[src/rtl/miriscv_data_decoder.sv]
// miriscv_data_decoder: routes core data requests to N_SLAVES base/mask
// regions and returns responses in issue order.
// Ports:
//   clk_i, rst_i     clock, synchronous active-high reset
//   m_*              core-side req/gnt/rvalid port
//   s_*              slave-side request (one-hot) and response ports
//   err_count_o      saturating count of granted decode errors
module miriscv_data_decoder #(
    parameter int unsigned                 N_SLAVES   = 2,
    parameter int unsigned                 MAX_OUT    = 2,
    parameter logic [32*N_SLAVES-1:0]      SLAVE_BASE = {32'h0000_1000, 32'h0000_0000},
    parameter logic [32*N_SLAVES-1:0]      SLAVE_MASK = {32'hFFFF_F000, 32'hFFFF_FF00},
    parameter logic [31:0]                 ERR_RDATA  = 32'h0000_0000
) (
    input  logic                    clk_i,
    input  logic                    rst_i,
    input  logic                    m_req_i,
    input  logic                    m_we_i,
    input  logic [3:0]              m_be_i,
    input  logic [31:0]             m_addr_i,
    input  logic [31:0]             m_wdata_i,
    output logic                    m_gnt_o,
    output logic                    m_rvalid_o,
    output logic [31:0]             m_rdata_o,
    output logic                    m_err_o,
    output logic [N_SLAVES-1:0]     s_req_o,
    output logic                    s_we_o,
    output logic [3:0]              s_be_o,
    output logic [31:0]             s_addr_o,
    output logic [31:0]             s_wdata_o,
    input  logic [N_SLAVES-1:0]     s_gnt_i,
    input  logic [N_SLAVES-1:0]     s_rvalid_i,
    input  logic [32*N_SLAVES-1:0]  s_rdata_i,
    output logic [15:0]             err_count_o
);

    localparam int unsigned IDW = $clog2(N_SLAVES + 1);
    localparam int unsigned PW  = (MAX_OUT > 1) ? $clog2(MAX_OUT) : 1;
    localparam int unsigned CW  = $clog2(MAX_OUT + 1);
    localparam logic [IDW-1:0] ERR_ID = IDW'(N_SLAVES);

    logic [IDW-1:0] fifo_q [MAX_OUT];
    logic [PW-1:0]  rptr_q, rptr_d;
    logic [PW-1:0]  wptr_q, wptr_d;
    logic [CW-1:0]  cnt_q, cnt_d;
    logic [IDW-1:0] last_q;
    logic [15:0]    err_cnt_q, err_cnt_d;

    logic [IDW-1:0] sel;
    logic [IDW-1:0] head;
    logic           sel_gnt;
    logic           full, empty;
    logic           issue, push, pop;

    function automatic logic [PW-1:0] ptr_inc(input logic [PW-1:0] p);
        return (p == PW'(MAX_OUT - 1)) ? '0 : p + 1'b1;
    endfunction

    // Descending scan so the lowest matching index wins.
    always_comb begin
        sel = ERR_ID;
        for (int i = N_SLAVES - 1; i >= 0; i--) begin
            if ((m_addr_i & SLAVE_MASK[32*i +: 32]) == SLAVE_BASE[32*i +: 32])
                sel = IDW'(i);
        end
    end

    // The error target always accepts.
    always_comb begin
        sel_gnt = 1'b1;
        for (int i = 0; i < N_SLAVES; i++) begin
            if (sel == IDW'(i)) sel_gnt = s_gnt_i[i];
        end
    end

    assign full  = (cnt_q == CW'(MAX_OUT));
    assign empty = (cnt_q == '0);

    // Only stack requests behind the same target so responses cannot reorder.
    assign issue = !rst_i && m_req_i && !full && (empty || sel == last_q);

    assign m_gnt_o = issue && sel_gnt;

    always_comb begin
        s_req_o = '0;
        for (int i = 0; i < N_SLAVES; i++) begin
            s_req_o[i] = issue && (sel == IDW'(i));
        end
    end

    assign s_we_o    = m_we_i;
    assign s_be_o    = m_be_i;
    assign s_addr_o  = m_addr_i;
    assign s_wdata_o = m_wdata_i;

    assign head = fifo_q[rptr_q];

    // Responses from anything but the head target are dropped.
    always_comb begin
        m_rvalid_o = 1'b0;
        m_rdata_o  = '0;
        m_err_o    = 1'b0;
        if (!rst_i && !empty) begin
            if (head == ERR_ID) begin
                m_rvalid_o = 1'b1;
                m_rdata_o  = ERR_RDATA;
                m_err_o    = 1'b1;
            end else begin
                for (int i = 0; i < N_SLAVES; i++) begin
                    if (head == IDW'(i)) begin
                        m_rvalid_o = s_rvalid_i[i];
                        m_rdata_o  = s_rdata_i[32*i +: 32];
                    end
                end
            end
        end
    end

    assign push = m_gnt_o;
    assign pop  = m_rvalid_o;

    always_comb begin
        cnt_d     = cnt_q + CW'(push) - CW'(pop);
        wptr_d    = push ? ptr_inc(wptr_q) : wptr_q;
        rptr_d    = pop  ? ptr_inc(rptr_q) : rptr_q;
        err_cnt_d = err_cnt_q;
        if (push && sel == ERR_ID && err_cnt_q != 16'hFFFF)
            err_cnt_d = err_cnt_q + 16'd1;
    end

    always_ff @(posedge clk_i) begin
        if (rst_i) begin
            cnt_q     <= '0;
            rptr_q    <= '0;
            wptr_q    <= '0;
            last_q    <= '0;
            err_cnt_q <= '0;
        end else begin
            cnt_q     <= cnt_d;
            rptr_q    <= rptr_d;
            wptr_q    <= wptr_d;
            err_cnt_q <= err_cnt_d;
            if (push) begin
                fifo_q[wptr_q] <= sel;
                last_q         <= sel;
            end
        end
    end

    assign err_count_o = err_cnt_q;

endmodule

[config.mk]
export PLATFORM = sky130hd
export DESIGN_NAME = miriscv_data_decoder
export DESIGN_NICKNAME = d
export VERILOG_FILES = /design/src/rtl/miriscv_data_decoder.sv
export SDC_FILE = /design/constraint.sdc
export NUM_CORES = 1
export LEC_CHECK = 0
export ABC_AREA = 0
export CAP_MARGIN = 5
export CORE_ASPECT_RATIO = 1.4
export CORE_MARGIN = 5
export CORE_UTILIZATION = 30
export CTS_BUF_LIST = sky130_fd_sc_hd__clkbuf_16
export CTS_CLUSTER_DIAMETER = 30
export DETAILED_ROUTE_END_ITERATION = 8
export PLACE_DENSITY_LB_ADDON = 0.12
export SLEW_MARGIN = 15
export SYNTH_ARGS = -nofsm -noshare
export SYNTH_HDL_FRONTEND = slang
export SYNTH_SLANG_ARGS = --single-unit
[constraint.sdc]
create_clock -name clk_i -period 2.8 [get_ports clk_i]
set_input_delay 0.56 -clock clk_i [delete_from_list [all_inputs] [get_ports clk_i]]
set_output_delay 0.56 -clock clk_i [all_outputs]
set_load 0.02 [all_outputs]
==> impl_summary.md <==
STA
Setup violations remaining at the end of the flow were counted as 0. The worst path in the final design needs a cycle of 2.757 ns, including I/O delays and setup. The measured slew at the worst slew-check pin is 0.5502 ns. The worst-case hold slack is 0.4765 ns. The highest achievable clock rate is 0.3627 GHz.

On the final layout, the worst clock skew is 0.006457 ns. The max-slew violation total from the final report is 0. The number of hold violations in the final report was 0. Setup repair after global routing left no endpoint under its margin. The worst path setup slack after routing is 0.04289 ns. The post-route clock period utilization is 98.47%. Measured against its own limit, the worst slew margin works out to 63.32%.

Route
After detailed routing, the number of remaining DRC violations is 0. Wires add up to 9.788 mm. The number of DRC violations after detailed-routing iteration 0 is 101.

The met2 wire length is 4.685 mm. The final route contains 2835 vias. Dividing the detail-routed wire length by the instance count gives 16.73 um. The first-pass iteration count of the detailed router is 4. The count of nets left with antenna violations once routing finished came out at 0.

The total met3 wirelength after detailed routing is 1.311 mm. The highest metal layer carrying signal wires in the routed design is met4. The wire length on met1 is 3.669 mm. The mean number of vias per cell is 4.846.

Final layout
The final layout contains 624 nets. The count of filler cells inserted in the layout is 885. Relative to the synthesized area, the layout overhead comes to 60.42%. The final core utilization is 48.81%. The final cell count without fillers is 585. 0 antenna diodes ended up in the layout. In the final layout, the share of cells above drive strength 1 is 14.79%.

Pwr
The total design power is 1.518 mW. In this run the power density over the cells is 365.5 mW/mm^2. The worst ir drop on vdd is 367.8 uV. The standby leakage power is 1.818 nW.

Place
Counting tap cells, the placed design contains a total of 577 instances. The routability congestion estimate from global placement is 0.8075. Detailed placement finished with a half-perimeter wire length of 8.276 mm. OpenSTA, run right after detailed placement, puts the worst setup slack at -0.6584 ns. During placement, the flow inserted port buffers numbering 171.

Outcome
The flow ran to the end, and the final reports show no timing, DRC or antenna violations.

Synthesis
The number of library cell types mapped by synthesis is 55. The fraction of the mapped netlist area in adder cells is 1.450%. The sequential cell area fraction in the yosys report is 22.43%. After Yosys synthesis, XOR and XNOR cells account for 2.707% of the synthesized area. The cell area that synthesis handed to floorplanning was 0.002589 sq mm.

The number of synthesized register bits is 27. The Yosys step of the flow raised 0 warnings. Synthesis produced a netlist with a net count of 497. The proportion of synthesized flip-flops having asynchronous set or reset is 0%. The simple-gate share of the synthesized area is 29.10%.

Yosys mapped a number of flops with a built-in enable equal to 4. The complex-gate fraction of the synthesized area is 16.87%. The share of synthesized area spent on multiplexers is 2.948%. The combinational family with the most area after synthesis is simple AND/OR/NAND/NOR gates. The synthesized area per cell is 7.313 sq um. For this run, the leading register cell type out of synthesis is sky130_fd_sc_hd__dfxtp_1.

Synthesis produced 354 cells.

Min path
The type of the most critical hold path is flip-flop to flip-flop.

Die
In this run the vertical extent of the chip is 119.9 um. The die covers 0.01061 sq mm. The number of placement rows is 40. The number of placed I/O pins is 262. The width of the die is 88.51 um. The starting density of the core is 30.43%. The region available for standard cell placement spans 0.008508 sq mm.

Critical path
Data arrives at the worst endpoint at 2.20 ns. Among the stages of the critical path, the cell type that occurs most often is sky130_fd_sc_hd__buf_4. Traced cell by cell, the critical path runs through clkdlybuf4s50_1, or3_4, buf_4, a211oi_4, a31oi_2, nand2_1, a21oi_2, buf_4. For this design, the slowest cell found on the critical path is sky130_fd_sc_hd__clkdlybuf4s50_1.

The critical path's largest stage delay is 0.42 ns. The combined buffer and inverter count along the critical path is 3. Grouping stages by cell kind, the critical path spends the most delay in buffers and inverters.

The type of destination of the critical path is an output port. Along the worst path, the maximum fanout reaches 4. The startpoint-to-endpoint class of the critical path is primary input to output port. The required time of the critical path is 2.24 ns. The critical path launch point type is a primary input.

Job
The tool flagged a number of max-cap violations equal to 0.

Global routing
The number of global-route vias before repair is 2794. The initial antenna violation count was 0. The sum of overflow across all layers after global routing is 0.

The global router's overall resource usage is 16.86%. The maximum number of pins on one net before global-route repair is 33. The global-route wire length before repair is 14.32 mm.

Clocking
Clock-pin slew was measured on the worst setup and hold paths at 0.07 ns. TritonCTS built the clock tree. In this run, CTS created clock tree buffers numbering 3. The clock sink count is 27. Buffers inserted to repair hold after CTS numbered 0.

Clock tree synthesis selected as its root buffer the cell sky130_fd_sc_hd__clkbuf_16. In this run the deepest clock path goes through 2 buffers. At the later pin of the worst-skew pair, clock insertion delay measures 0.26 ns.

The number of H-tree branching levels is 1.
==> cells in the final DEF, fill, tap and decap left out, types with 2 or more instances in the layout <==
cell type	n
sky130_fd_sc_hd__nor2_1	17
sky130_fd_sc_hd__buf_4	32
sky130_fd_sc_hd__nor2_2	2
sky130_fd_sc_hd__inv_1	7
sky130_fd_sc_hd__and2b_2	2
sky130_fd_sc_hd__nand2_1	76
sky130_fd_sc_hd__and4_1	2
sky130_fd_sc_hd__a211oi_1	2
sky130_fd_sc_hd__edfxtp_1	4
sky130_fd_sc_hd__and2_1	5
sky130_fd_sc_hd__a31o_2	2
sky130_fd_sc_hd__nor3_1	5
sky130_fd_sc_hd__nand4_1	3
sky130_fd_sc_hd__or3_1	3
sky130_fd_sc_hd__and3_2	2
sky130_fd_sc_hd__nand2b_1	5
sky130_fd_sc_hd__ha_1	3
sky130_fd_sc_hd__nand3b_1	3
sky130_fd_sc_hd__and3_1	3
sky130_fd_sc_hd__a21oi_2	2
sky130_fd_sc_hd__nor2b_1	3
sky130_fd_sc_hd__dlymetal6s2s_1	2
sky130_fd_sc_hd__or4_4	2
sky130_fd_sc_hd__a21oi_1	41
sky130_fd_sc_hd__clkdlybuf4s50_1	125
sky130_fd_sc_hd__nor4_2	2
sky130_fd_sc_hd__xnor2_1	7
sky130_fd_sc_hd__clkbuf_2	3
sky130_fd_sc_hd__clkbuf_16	3
sky130_fd_sc_hd__nand3_1	4
sky130_fd_sc_hd__dlygate4sd2_1	37
sky130_fd_sc_hd__mux2i_1	4
sky130_fd_sc_hd__dfxtp_1	23
sky130_fd_sc_hd__nor4_1	6
sky130_fd_sc_hd__o21ai_0	6
sky130_fd_sc_hd__buf_6	3
==> stage by stage <==
| step | instance area [sq um] | TNS (ns) |
|---|---|---|
| finish | 4153 | 0 |
| global route | 4153 | 0 |
| CTS | 4124 | -0.009760 |
| detailed placement | 4065 | -7.374 |
| global placement | 4065 | -6.610 |
| floorplan | 2589 | 0 |
==> synthesized netlist by cell type, types with 3 or more instances <==
cell | number | area share, %
sky130_fd_sc_hd__ha_1 | 3 | 1.5
sky130_fd_sc_hd__nand2_1 | 76 | 11
sky130_fd_sc_hd__o21ai_0 | 6 | 1.2
sky130_fd_sc_hd__nor4_1 | 8 | 1.9
sky130_fd_sc_hd__buf_1 | 4 | 0.58
sky130_fd_sc_hd__and2_1 | 5 | 1.2
sky130_fd_sc_hd__nand3_1 | 4 | 0.77
sky130_fd_sc_hd__or3_1 | 3 | 0.73
sky130_fd_sc_hd__inv_1 | 7 | 1.0
sky130_fd_sc_hd__a21oi_1 | 42 | 8.1
sky130_fd_sc_hd__clkbuf_1 | 6 | 0.87
sky130_fd_sc_hd__edfxtp_1 | 4 | 4.6
sky130_fd_sc_hd__nand4_1 | 3 | 0.73
sky130_fd_sc_hd__clkbuf_8 | 3 | 1.6
sky130_fd_sc_hd__nor2b_1 | 3 | 0.73
sky130_fd_sc_hd__and3_1 | 3 | 0.73
sky130_fd_sc_hd__nand2b_1 | 5 | 1.2
sky130_fd_sc_hd__buf_4 | 69 | 20
sky130_fd_sc_hd__nor3_1 | 5 | 0.97
sky130_fd_sc_hd__mux2i_1 | 5 | 1.9
sky130_fd_sc_hd__xnor2_1 | 7 | 2.4
sky130_fd_sc_hd__nand3b_1 | 3 | 0.87
sky130_fd_sc_hd__nor2_1 | 19 | 2.8
sky130_fd_sc_hd__dfxtp_1 | 23 | 18
==> layout make-up <==
cell class              instances  area [sq um]  share of cell area [%]
repair buffers                205          1924                   46.34
flip-flops and latches         27         580.6                   13.98
multi-input cells             237          1409                   33.93
clock inverters                 1         6.256                  0.1506
clock buffers                   3         75.07                   1.808
inverters                       7         26.28                  0.6327
well taps                     105         131.4                   3.164
==> power breakdown <==
group | switching [mW] | total (mW) | internal [mW]
combinational | 0.363 | 0.712 | 0.349
clock | 0.138 | 0.332 | 0.195
sequential | 0.0387 | 0.473 | 0.435
total | 0.539 | 1.52 | 0.979
==> final timing paths <==
| path | start | endpoint | slack, ns | depth (start not counted) |
|---|---|---|---|---|
| min reg2reg | wptr_q | wptr_q | 0.48 | 1 |
| max reg2reg | err_count_o[0] | err_count_o[9] | 0.55 | 7 |
| min | wptr_q | wptr_q | 0.48 | 1 |
| max | m_addr_i[26] | m_gnt_o | 0.04 | 8 |
==> sequential cells by signal, summed over array words and instances, names as in the netlist, named ones only <==
| name | count |
|---|---|
| cnt_q | 2 |
| fifo_q | 4 |
| rptr_q | 1 |
| wptr_q | 1 |
| last_q | 2 |
| err_count_o | 16 |
==> cells by family after synthesis <==
group / count (synthesis)
xor+xnor: 8
flops: 27
buf+inv: 90
fa+ha+maj: 3
simple gates: 151
mux: 7
compound gates: 68
==> layer usage <==
metal  vias to the layer above  GRT usage (%)
met5                         -              0
met4                         0          3.686
met3                        16          6.662
met2                       161          29.59
met1                      1257          18.85
li1                       1401              -
==> repair_timing <==
action / in CTS / in global routing
setup buffers: 2 / 2
hold endpoints to repair: 0 / 0
resized for setup: 61 / 13
pin swaps: 8 / 7
endpoints found under the setup margin: 37 / 3
(Power assumes the default switching activity.)
